<file path="src/rtl/pipe_stage_reg_pkg.sv">
// Shared pipeline defines: NOP field encodings, inter-stage payload widths,
// the matching bubble payloads, and the boundary-register state type.
package pipe_stage_reg_pkg;

    localparam int unsigned ALUOP_W   = 8;
    localparam int unsigned ALUSEL_W  = 3;
    localparam int unsigned REG_W     = 32;
    localparam int unsigned REGADDR_W = 5;

    localparam logic [ALUOP_W-1:0]   EXE_NOP_OP   = 8'b0000_0000;
    localparam logic [ALUSEL_W-1:0]  EXE_RES_NOP  = 3'b000;
    localparam logic [REG_W-1:0]     ZeroWord     = 32'h0000_0000;
    localparam logic [REGADDR_W-1:0] NOPRegAddr   = 5'b00000;
    localparam logic                 WriteDisable = 1'b0;

    // ID/EX: aluop, alusel, reg1, reg2, waddr, we
    localparam int unsigned ID_EX_W  = ALUOP_W + ALUSEL_W + 2 * REG_W + REGADDR_W + 1;
    // EX/MEM and MEM/WB: waddr, we, wdata
    localparam int unsigned EX_MEM_W = REGADDR_W + 1 + REG_W;
    localparam int unsigned MEM_WB_W = REGADDR_W + 1 + REG_W;

    localparam logic [ID_EX_W-1:0] ID_EX_NOP_VALUE =
        {EXE_NOP_OP, EXE_RES_NOP, ZeroWord, ZeroWord, NOPRegAddr, WriteDisable};
    localparam logic [EX_MEM_W-1:0] EX_MEM_NOP_VALUE =
        {NOPRegAddr, WriteDisable, ZeroWord};
    localparam logic [MEM_WB_W-1:0] MEM_WB_NOP_VALUE =
        {NOPRegAddr, WriteDisable, ZeroWord};

    // Occupancy of a boundary register: nothing, main only, main + skid.
    typedef enum logic [1:0] {
        ST_EMPTY = 2'd0,
        ST_ONE   = 2'd1,
        ST_TWO   = 2'd2
    } stage_state_e;

endpackage

</file>
<file path="src/rtl/pipe_stage_reg_sat_counter.sv">
// Saturating up-counter.
//   clk, rst : clock, synchronous active-high reset (clears count)
//   inc      : add one this cycle, sticking at all-ones
//   clr      : synchronous clear, wins over inc
//   cnt      : current count
module sat_counter #(
    parameter int unsigned CNT_W = 16
) (
    input  logic             clk,
    input  logic             rst,
    input  logic             inc,
    input  logic             clr,
    output logic [CNT_W-1:0] cnt
);

    localparam logic [CNT_W-1:0] CNT_ONE = CNT_W'(1);

    always_ff @(posedge clk) begin
        if (rst || clr) begin
            cnt <= '0;
        end else if (inc && (cnt != '1)) begin
            cnt <= cnt + CNT_ONE;
        end
    end

endmodule

</file>
<file path="src/rtl/pipe_stage_reg.sv">
// Pipeline boundary register with valid/ready handshake, flush-to-bubble and
// an optional 2-entry skid buffer, plus a saturating stall-cycle counter.
//   clk, rst          : clock, synchronous active-high reset
//   flush             : drop every held entry, present a bubble next cycle
//   in_valid/in_ready : upstream handshake, in_data sampled on accept
//   out_valid/out_ready: downstream handshake; out_data is NOP_VALUE when idle
//   stall_cnt         : cycles with out_valid && !out_ready (saturating)
//   stall_clr         : synchronous clear of stall_cnt
module pipe_stage_reg
    import pipe_stage_reg_pkg::*;
#(
    parameter int unsigned          DATA_W    = 72,
    parameter logic [DATA_W-1:0]    NOP_VALUE = '0,
    parameter bit                   SKID      = 1'b1,
    parameter int unsigned          CNT_W     = 16
) (
    input  logic              clk,
    input  logic              rst,
    input  logic              flush,
    input  logic              in_valid,
    output logic              in_ready,
    input  logic [DATA_W-1:0] in_data,
    output logic              out_valid,
    input  logic              out_ready,
    output logic [DATA_W-1:0] out_data,
    output logic [CNT_W-1:0]  stall_cnt,
    input  logic              stall_clr
);

    stage_state_e      state_q, state_d;
    logic [DATA_W-1:0] main_q, main_d;
    logic [DATA_W-1:0] skid_q, skid_d;
    logic              accept;
    logic              emit;
    logic              stall;

    assign out_valid = (state_q != ST_EMPTY);
    assign out_data  = out_valid ? main_q : NOP_VALUE;
    assign accept    = in_valid && in_ready;
    assign emit      = out_valid && out_ready;
    assign stall     = out_valid && !out_ready;

    // With SKID=0 in_ready is low whenever main is held and out_ready is low,
    // so "accept without emit" never happens in ST_ONE and ST_TWO stays dead.
    always_comb begin
        state_d = state_q;
        main_d  = main_q;
        skid_d  = skid_q;
        if (flush) begin
            // An emit in this cycle already belongs downstream; an accept is lost.
            state_d = ST_EMPTY;
        end else begin
            unique case (state_q)
                ST_EMPTY: begin
                    if (accept) begin
                        state_d = ST_ONE;
                        main_d  = in_data;
                    end
                end
                ST_ONE: begin
                    if (accept && !emit) begin
                        state_d = ST_TWO;
                        skid_d  = in_data;
                    end else if (accept && emit) begin
                        main_d  = in_data;
                    end else if (emit) begin
                        state_d = ST_EMPTY;
                    end
                end
                ST_TWO: begin
                    if (emit) begin
                        state_d = ST_ONE;
                        main_d  = skid_q;
                    end
                end
                default: state_d = ST_EMPTY;
            endcase
        end
    end

    // Payload registers need no reset: out_data is masked while out_valid=0.
    always_ff @(posedge clk) begin
        if (rst) begin
            state_q <= ST_EMPTY;
        end else begin
            state_q <= state_d;
        end
        main_q <= main_d;
        skid_q <= skid_d;
    end

    generate
        if (SKID) begin : g_skid
            logic ready_q;
            // Registered copy of "next state is not full".
            always_ff @(posedge clk) begin
                if (rst) begin
                    ready_q <= 1'b1;
                end else begin
                    ready_q <= (state_d != ST_TWO);
                end
            end
            assign in_ready = ready_q;
        end else begin : g_noskid
            assign in_ready = (state_q == ST_EMPTY) || out_ready;
        end
    endgenerate

    sat_counter #(
        .CNT_W (CNT_W)
    ) u_stall_cnt (
        .clk (clk),
        .rst (rst),
        .inc (stall),
        .clr (stall_clr),
        .cnt (stall_cnt)
    );

endmodule
</file>
<file path="config.mk">
export PLATFORM = sky130hd
export DESIGN_NAME = pipe_stage_reg
export DESIGN_NICKNAME = d
export VERILOG_FILES = /design/src/rtl/pipe_stage_reg_pkg.sv /design/src/rtl/pipe_stage_reg_sat_counter.sv /design/src/rtl/pipe_stage_reg.sv
export SDC_FILE = /design/constraint.sdc
export NUM_CORES = 1
export LEC_CHECK = 0
export ABC_AREA = 1
export BUFFER_PORTS_ARGS = -buffer_cell sky130_fd_sc_hd__buf_2
export CORE_ASPECT_RATIO = 0.9
export CORE_MARGIN = 5
export CORE_UTILIZATION = 25
export DETAILED_ROUTE_END_ITERATION = 10
export HOLD_SLACK_MARGIN = 0.03
export PLACE_DENSITY_LB_ADDON = 0.1
export SYNTH_ARGS = -nofsm -noshare
export SYNTH_HDL_FRONTEND = slang
export SYNTH_SLANG_ARGS = --single-unit
</file>
<file path="constraint.sdc">
create_clock -name clk -period 10.7 [get_ports clk]
set_input_delay 2.14 -clock clk [delete_from_list [all_inputs] [get_ports clk]]
set_output_delay 2.14 -clock clk [all_outputs]
set_load 0.01 [all_outputs]
</file>
==> results.json, run 1 <==
{
  "final_nets": 941,
  "final_layout_size_suffix_gt1_share_pct": 24.5,
  "status": "completed",
  "num_rows": 57,
  "vias": 4768,
  "clock_skew_ns": 0.00934,
  "yosysUniqueCellTypes": 22,
  "ant_nets": 0,
  "rsz0062_at_grt": "false",
  "critPathMaxStageDelay_ns": 0.74,
  "worst_path_max_delay_cell": "nor2_4",
  "grtUsageMet3_pct": 3.03,
  "top_usage_layer": "met2",
  "hold_violations": 0,
  "worst_slack_ns": 6.20,
  "slew_violations": 0,
  "criticalPathCategory": "flop to output pin",
  "syn_inst": 695,
  "routed_wl_mm": 17.1,
  "antenna_found_initial": 1,
  "fmax_mhz": 222,
  "hold_buffers": 0,
  "slew_headroom_pct": 38.1,
  "syn_to_final_growth_pct": 27.2,
  "start_util_pct": 25.4,
  "die_h_um": 167,
  "ys.warnings.count": 0,
  "cp.arrival_ns": 2.36,
  "vdd.ir_drop.worst_v": 0.0000803,
  "cts-root-buf": "clkbuf_16",
  "syn_nets": 774,
  "min_period_over_period_pct": 42.0,
  "gp_congestion": 0.730,
  "avgRoutedWirePerCell_um": 13.9,
  "syn-cell-area_um2": 6840,
  "setup_viol": 0,
  "die_w_um": 184,
  "cts_htree_levels": 4,
  "power_density_nw_per_um2": 166,
  "synth_ff_type": "edfxtp_1",
  "cts_buffer_depth": 2,
  "drc": 0,
  "async_flop_share_pct": 0,
  "io_buffers": 167,
  "die-area_um2": 30800,
  "crit_chain": "nor2_4, buf_4, nor2_1, buf_2",
  "grt_remaining_overflow": 0,
  "path_clk_slew_ns": 0.07,
  "place_ws_ns": 6.42,
  "hp-start": "u_stall_cnt.cnt[1]$_SDFFE_PP0P_",
  "core_area_um2": 27000,
  "end_kind": "output pin",
  "io_pins": 168,
  "cp.required_ns": 8.56,
  "met1_usage_pct": 15.4,
  "grtUsageTotal_pct": 11.4,
  "dp_hpwl_mm": 10.9,
  "min_path_cells": 2,
  "drtIter0Drc": 208,
  "cap_viol_max_count": 0,
  "syn_avg_cell_area_um2": 9.84,
  "cts_resized": 0,
  "first_pass_iters": 4,
  "path_delay_family": "simple AND/OR/NAND/NOR gates",
  "mostFrequentLayoutCells": "nand2_1 (272), buf_2 (167), edfxtp_1 (144)",
  "cts_tree": "yes",
  "cp_max_fo": 38,
  "hold_path_class": "flop to flop",
  "grt_pass1_vias": 4977,
  "yosysSeqAreaShare_pct": 68.8,
  "min_period_ns": 4.50,
  "r2r-end": "main_q[58]$_DFFE_PP_",
  "post_cts_buffers": 0,
  "grt_pass1_wl_mm": 27.4,
  "hold_end": "u_stall_cnt.cnt[1]$_SDFFE_PP0P_",
  "setup.worst_path.start_class": "flop",
  "vias_per_cell": 3.88,
  "post_dp_cell_area_um2": 8080,
  "clock_latency_ns": 0.42,
  "synth-seq-cells": 163,
  "p_leak_nw": 3.98,
  "rrSetupSlack_ns": 7.19,
  "setup_tns_ns": 0,
  "r2r_start": "state_q[0]$_SDFF_PP0_",
  "clkSinkCount": 163,
  "rr_worst_depth": 7,
  "fin_area_um2": 8700,
  "worstMarginPinSlew_ns": 0.926,
  "layout_commonest_cell": "nand2_1",
  "synth_edf_count": 144,
  "cts_inserted_buffers": 17,
  "worst-path-buf-inv": 2,
  "use_met2_pct": 18.1,
  "grt_start_max_net_pins": 73
}
[through the flow]
step	std cells	util [%]	total power, mW	hold slack, ns
CTS	1228	32.3	1.47	0.505
global placement	1197	30.0	0.805	0.494
floorplan	695	-	0.766	0.494
detailed placement	1197	30.0	0.805	0.495
global route	1229	32.3	1.50	0.529
finish	1229	32.3	1.44	0.502
[flip-flops by register name, indices dropped and copies added, names as in the netlist]
signal	cells
skid_q	72
u_stall_cnt.cnt	16
main_q	72
state_q	2
in_ready	1
[cells by family (layout without fill, tap and decap cells)]
family	Yosys count	count (layout)	synth area share (%)
AO/OA/AOI/OAI	16	16	1.37
XOR/XNOR	6	6	0.768
adder cells (fa/ha/maj)	1	1	0.183
buffers and inverters	115	294	6.55
flip-flops	163	163	68.8
other	0	1	0
AND/OR/NAND/NOR	394	394	22.4
[synthesized netlist by cell type, drive strengths merged (2+ instances only)]
| master | n | area share [%] |
|---|---|---|
| a21oi | 12 | 0.88 |
| buf | 8 | 0.68 |
| clkbuf | 16 | 0.88 |
| dfxtp | 19 | 5.6 |
| edfxtp | 144 | 63 |
| inv | 91 | 5.0 |
| nand2 | 272 | 15 |
| nand3 | 11 | 0.80 |
| nand4 | 6 | 0.55 |
| nor2 | 103 | 5.9 |
| nor3 | 2 | 0.15 |
| o21ai | 3 | 0.38 |
| xnor2 | 2 | 0.26 |
| xor2 | 4 | 0.51 |
[per-layer routing]
metal	vias to the layer above	part of all wire (%)
met2	114	45
met3	9	5.1
li1	2519	-
met4	0	1.1
met5	-	0
met1	2126	49
[where the power goes]
group | total (mW) | switching [mW] | internal, mW
combinational | 0.0745 | 0.0479 | 0.0267
sequential | 0.714 | 0.00374 | 0.710
clock | 0.655 | 0.279 | 0.376
[area by class of cell]
cell class | count | area, um2
clock buffers | 17 | 425
diodes | 1 | 2.50
flip-flops and latches | 163 | 4700
inverters | 91 | 342
repair buffers | 172 | 873
clock inverters | 14 | 193
well taps | 354 | 443
fillers | 2847 | 18300
multi-input cells | 417 | 1720
[tightest hold or removal path, delay by kind of cell, from the launching register on]
| family | cells | cell delay [ns] |
|---|---|---|
| flip-flops | 1 | 0.33 |
| AND/OR/NAND/NOR | 1 | 0.07 |
| AO/OA/AOI/OAI | 1 | 0.05 |
[worst max path at each step]
| stage | start | to | slack (ns) | depth (start not counted) |
|---|---|---|---|---|
| 2_1_floorplan | in_valid | skid_q[0]$_DFFE_PP_ | 4.83 | 4 |
| 3_3_place_gp | in_valid | skid_q[22]$_DFFE_PP_ | 6.41 | 6 |
| 3_5_place_dp | in_valid | skid_q[16]$_DFFE_PP_ | 6.42 | 6 |
| 4_1_cts | state_q[0]$_SDFF_PP0_ | out_data[5] | 6.10 | 4 |
| 5_1_grt | state_q[0]$_SDFF_PP0_ | out_data[69] | 5.95 | 4 |
| 6_report | state_q[0]$_SDFF_PP0_ | out_data[5] | 6.20 | 4 |
Power figures use the tool's default switching activity.
==> inputs of run 2 (changes only) <==
Settings changed: ABC_AREA 1 to 0.
Clock period 10.7 ns to 3.6 ns, I/O delays scaled along.
==> results.json, run 2 <==
{
  "status": "completed",
  "min_period_over_period_pct": 78.8,
  "syn_to_final_growth_pct": 28.4,
  "ant_nets": 0,
  "start_util_pct": 25.4,
  "cts_tree": "yes",
  "crit_chain": "or2_2, buf_4, and2_1, buf_2",
  "worst_slack_ns": 0.762,
  "clock_skew_ns": 0.0110,
  "cp.arrival_ns": 2.12,
  "ys.warnings.count": 0,
  "layout_commonest_cell": "nand2_1",
  "grt_remaining_overflow": 0,
  "cts_inserted_buffers": 17,
  "final-instance-count-excl-fill": 1101,
  "gp_congestion": 0.708,
  "holdWs_ns": 0.482,
  "p_comb_share_pct": 5.1,
  "grt_start_max_net_pins": 75,
  "drtIter0Drc": 254,
  "seqPwrFrac_pct": 49.5,
  "switching_share_pct": 21.3,
  "clock_latency_ns": 0.42,
  "io_pins": 168,
  "yosys.area_share.simple_pct": 23.8,
  "vdd.ir_drop.worst_v": 0.000213,
  "cap_viol_max_count": 0,
  "fmax_mhz": 352,
  "critPathMaxStageDelay_ns": 0.56,
  "final_layout_size_suffix_gt1_share_pct": 28.9,
  "cts_resized": 0,
  "layout_top_registers": "main_q: 72 flops, skid_q: 72 flops, u_stall_cnt.cnt: 16 flops",
  "vias": 4644,
  "cts_htree_levels": 4,
  "first_pass_iters": 4,
  "hold_violations": 0,
  "criticalPathCategory": "flop to output pin",
  "startpoint": "state_q[1]$_SDFF_PP0_",
  "syn_inst": 574,
  "rr_worst_depth": 4,
  "place_ws_ns": 0.948,
  "fillCellCount": 2710,
  "avgRoutedWirePerCell_um": 15.2,
  "core_area_um2": 26200,
  "syn-cell-area_um2": 6670,
  "slew_violations": 0,
  "yosysUniqueCellTypes": 40,
  "total_power_mw": 4.28,
  "mostFrequentLayoutCells": "nand2_1 (224), buf_2 (167), edfxtp_1 (144)",
  "synth_area_leaders": "edfxtp_1 (65%), nand2_1 (13%), and2_1 (6.8%)",
  "grt_pass1_wl_mm": 26.1,
  "setup_viol": 0,
  "synth_ff_type": "edfxtp_1",
  "p_leak_nw": 3.53,
  "hold_buffers": 0,
  "synth-seq-cells": 163,
  "worstMarginPinSlew_ns": 0.959,
  "setup_tns_ns": 0,
  "synth_top_cell_by_area": "edfxtp_1",
  "power.internal_mw": 3.37,
  "r2r-end": "u_stall_cnt.cnt[15]$_SDFFE_PP0P_",
  "io_buffers": 167,
  "crit_path_end": "out_data[71]",
  "min_period_ns": 2.84,
  "num_rows": 56,
  "slew_headroom_pct": 36.1,
  "antenna_found_initial": 2,
  "post-synth-top-area-fraction_pct": 64.8,
  "routed_wl_mm": 16.8,
  "clkSinkCount": 163,
  "path_clk_slew_ns": 0.07,
  "die_w_um": 182,
  "post_cts_buffers": 0,
  "yosysSeqAreaShare_pct": 70.5,
  "cts_buffer_depth": 2,
  "end_kind": "output pin",
  "synth_top_family_by_area": "simple AND/OR/NAND/NOR gates",
  "yosysMostFrequentCell": "nand2_1",
  "cts-root-buf": "clkbuf_16",
  "vias_per_cell": 4.22,
  "rsz0062_at_grt": "false",
  "synth_common_cells": "nand2_1 (224), edfxtp_1 (144), and2_1 (72), clkbuf_1 (27), dfxtp_1 (19)",
  "final_nets": 818,
  "die_h_um": 165,
  "worst_path_max_delay_cell": "or2_2",
  "synth_compound_area_share_pct": 3.34,
  "cp_max_fo": 34,
  "synth_xor_area_share_pct": 0.263,
  "power_density_nw_per_um2": 499,
  "p_switching_mw": 0.911,
  "async_flop_share_pct": 0,
  "r2r_start": "state_q[0]$_SDFF_PP0_",
  "hold_path_class": "primary input to flop",
  "die-area_um2": 30000,
  "rrSetupSlack_ns": 1.40,
  "grtUsageTotal_pct": 11.3,
  "synth-adder-area-share_pct": 0.188,
  "cp.required_ns": 2.88,
  "drc": 0,
  "synth_edf_count": 144,
  "setup.worst_path.start_class": "flop",
  "dp_hpwl_mm": 10.7,
  "pwr-share-clk_pct": 45.3,
  "syn_nets": 653,
  "muxShareOfSynthArea_pct": 0.150,
  "grt_pass1_vias": 4827,
  "placed_cells": 1067,
  "syn_avg_cell_area_um2": 11.6
}
==> run 2: cell types whose count changed after synthesis, sizes merged, moves of 4 or more <==
| cell | before | now |
|---|---|---|
| nor2 | 103 | 6 |
| inv | 91 | 2 |
| and2 | 0 | 72 |
| nand2 | 272 | 224 |
| clkbuf | 16 | 27 |
| or3 | 0 | 7 |
| or4 | 0 | 7 |
| buf | 8 | 2 |
| o31ai | 0 | 6 |
| nand3 | 11 | 7 |
==> run 2: routing by layer <==
| metal | GRT usage, % | part of all wire, % | vias up |
|---|---|---|---|
| li1 | - | - | 2309 |
| met1 | 14.7 | 48 | 2194 |
| met2 | 17.9 | 45 | 120 |
| met3 | 3.77 | 5.7 | 17 |
| met4 | 3.27 | 1.0 | 4 |
| met5 | 0 | 0.083 | - |
==> run 2: through the flow <==
| stage | instance area, um2 | utilization (%) |
|---|---|---|
| finish | 8570 | 32.7 |
| global route | 8560 | 32.7 |
| CTS | 8560 | 32.6 |
| detailed placement | 7930 | 30.3 |
| global placement | 7930 | 30.3 |
| floorplan | 6680 | - |
==> run 2: final cells by class <==
| cell class | instances | area, um2 | share of cell area, % |
|---|---|---|---|
| Clock buffer | 17 | 425 | 4.97 |
| Multi-Input combinational cell | 380 | 1880 | 22.0 |
| Sequential cell | 163 | 4700 | 54.9 |
| Tap cell | 348 | 435 | 5.08 |
| Inverter | 2 | 7.51 | 0.0876 |
| Clock inverter | 14 | 201 | 2.35 |
| Antenna cell | 2 | 5.00 | 0.0584 |
| Timing Repair Buffer | 175 | 906 | 10.6 |
==> run 2: critical path, delay by kind of cell (launching register included) <==
family | cells | cell delay, ns
buf+inv | 2 | 0.45
flops | 1 | 0.49
simple gates | 2 | 0.75
==> run 2: worst min path at each step <==
stage / from / cells after the start / end / slack, ns
2_1_floorplan: skid_q[0]$_DFFE_PP_ / 2 / main_q[0]$_DFFE_PP_ / 0.48
3_3_place_gp: skid_q[22]$_DFFE_PP_ / 2 / main_q[22]$_DFFE_PP_ / 0.49
3_5_place_dp: skid_q[32]$_DFFE_PP_ / 2 / main_q[32]$_DFFE_PP_ / 0.49
4_1_cts: in_data[68] / 1 / skid_q[68]$_DFFE_PP_ / 0.45
5_1_grt: in_data[68] / 1 / skid_q[68]$_DFFE_PP_ / 0.45
6_report: in_data[62] / 1 / skid_q[62]$_DFFE_PP_ / 0.48
==> run 2: kinds of logic (layout without fill, tap and decap cells) <==
| logic type | count (synthesis) | count (layout) |
|---|---|---|
| buffers and inverters | 31 | 208 |
| DFF | 163 | 163 |
| other | 0 | 2 |
| and+or+nand+nor | 343 | 343 |
| adders and majority gates | 1 | 1 |
| xor gates and xnor gates | 2 | 2 |
| AOI/OAI and AO/OA | 33 | 33 |
| muxes | 1 | 1 |
==> run 2: power groups by stage <==
| stage | clock, mW | combinational, mW | sequential (mW) |
|---|---|---|---|
| after floorplan | 0 | 0.105 | 2.16 |
| final | 1.94 | 0.219 | 2.12 |
| after detailed placement | 0 | 0.226 | 2.16 |
| after global routing | 2.11 | 0.248 | 2.12 |
| after CTS | 2.03 | 0.228 | 2.12 |
| after global placement | 0 | 0.221 | 2.16 |
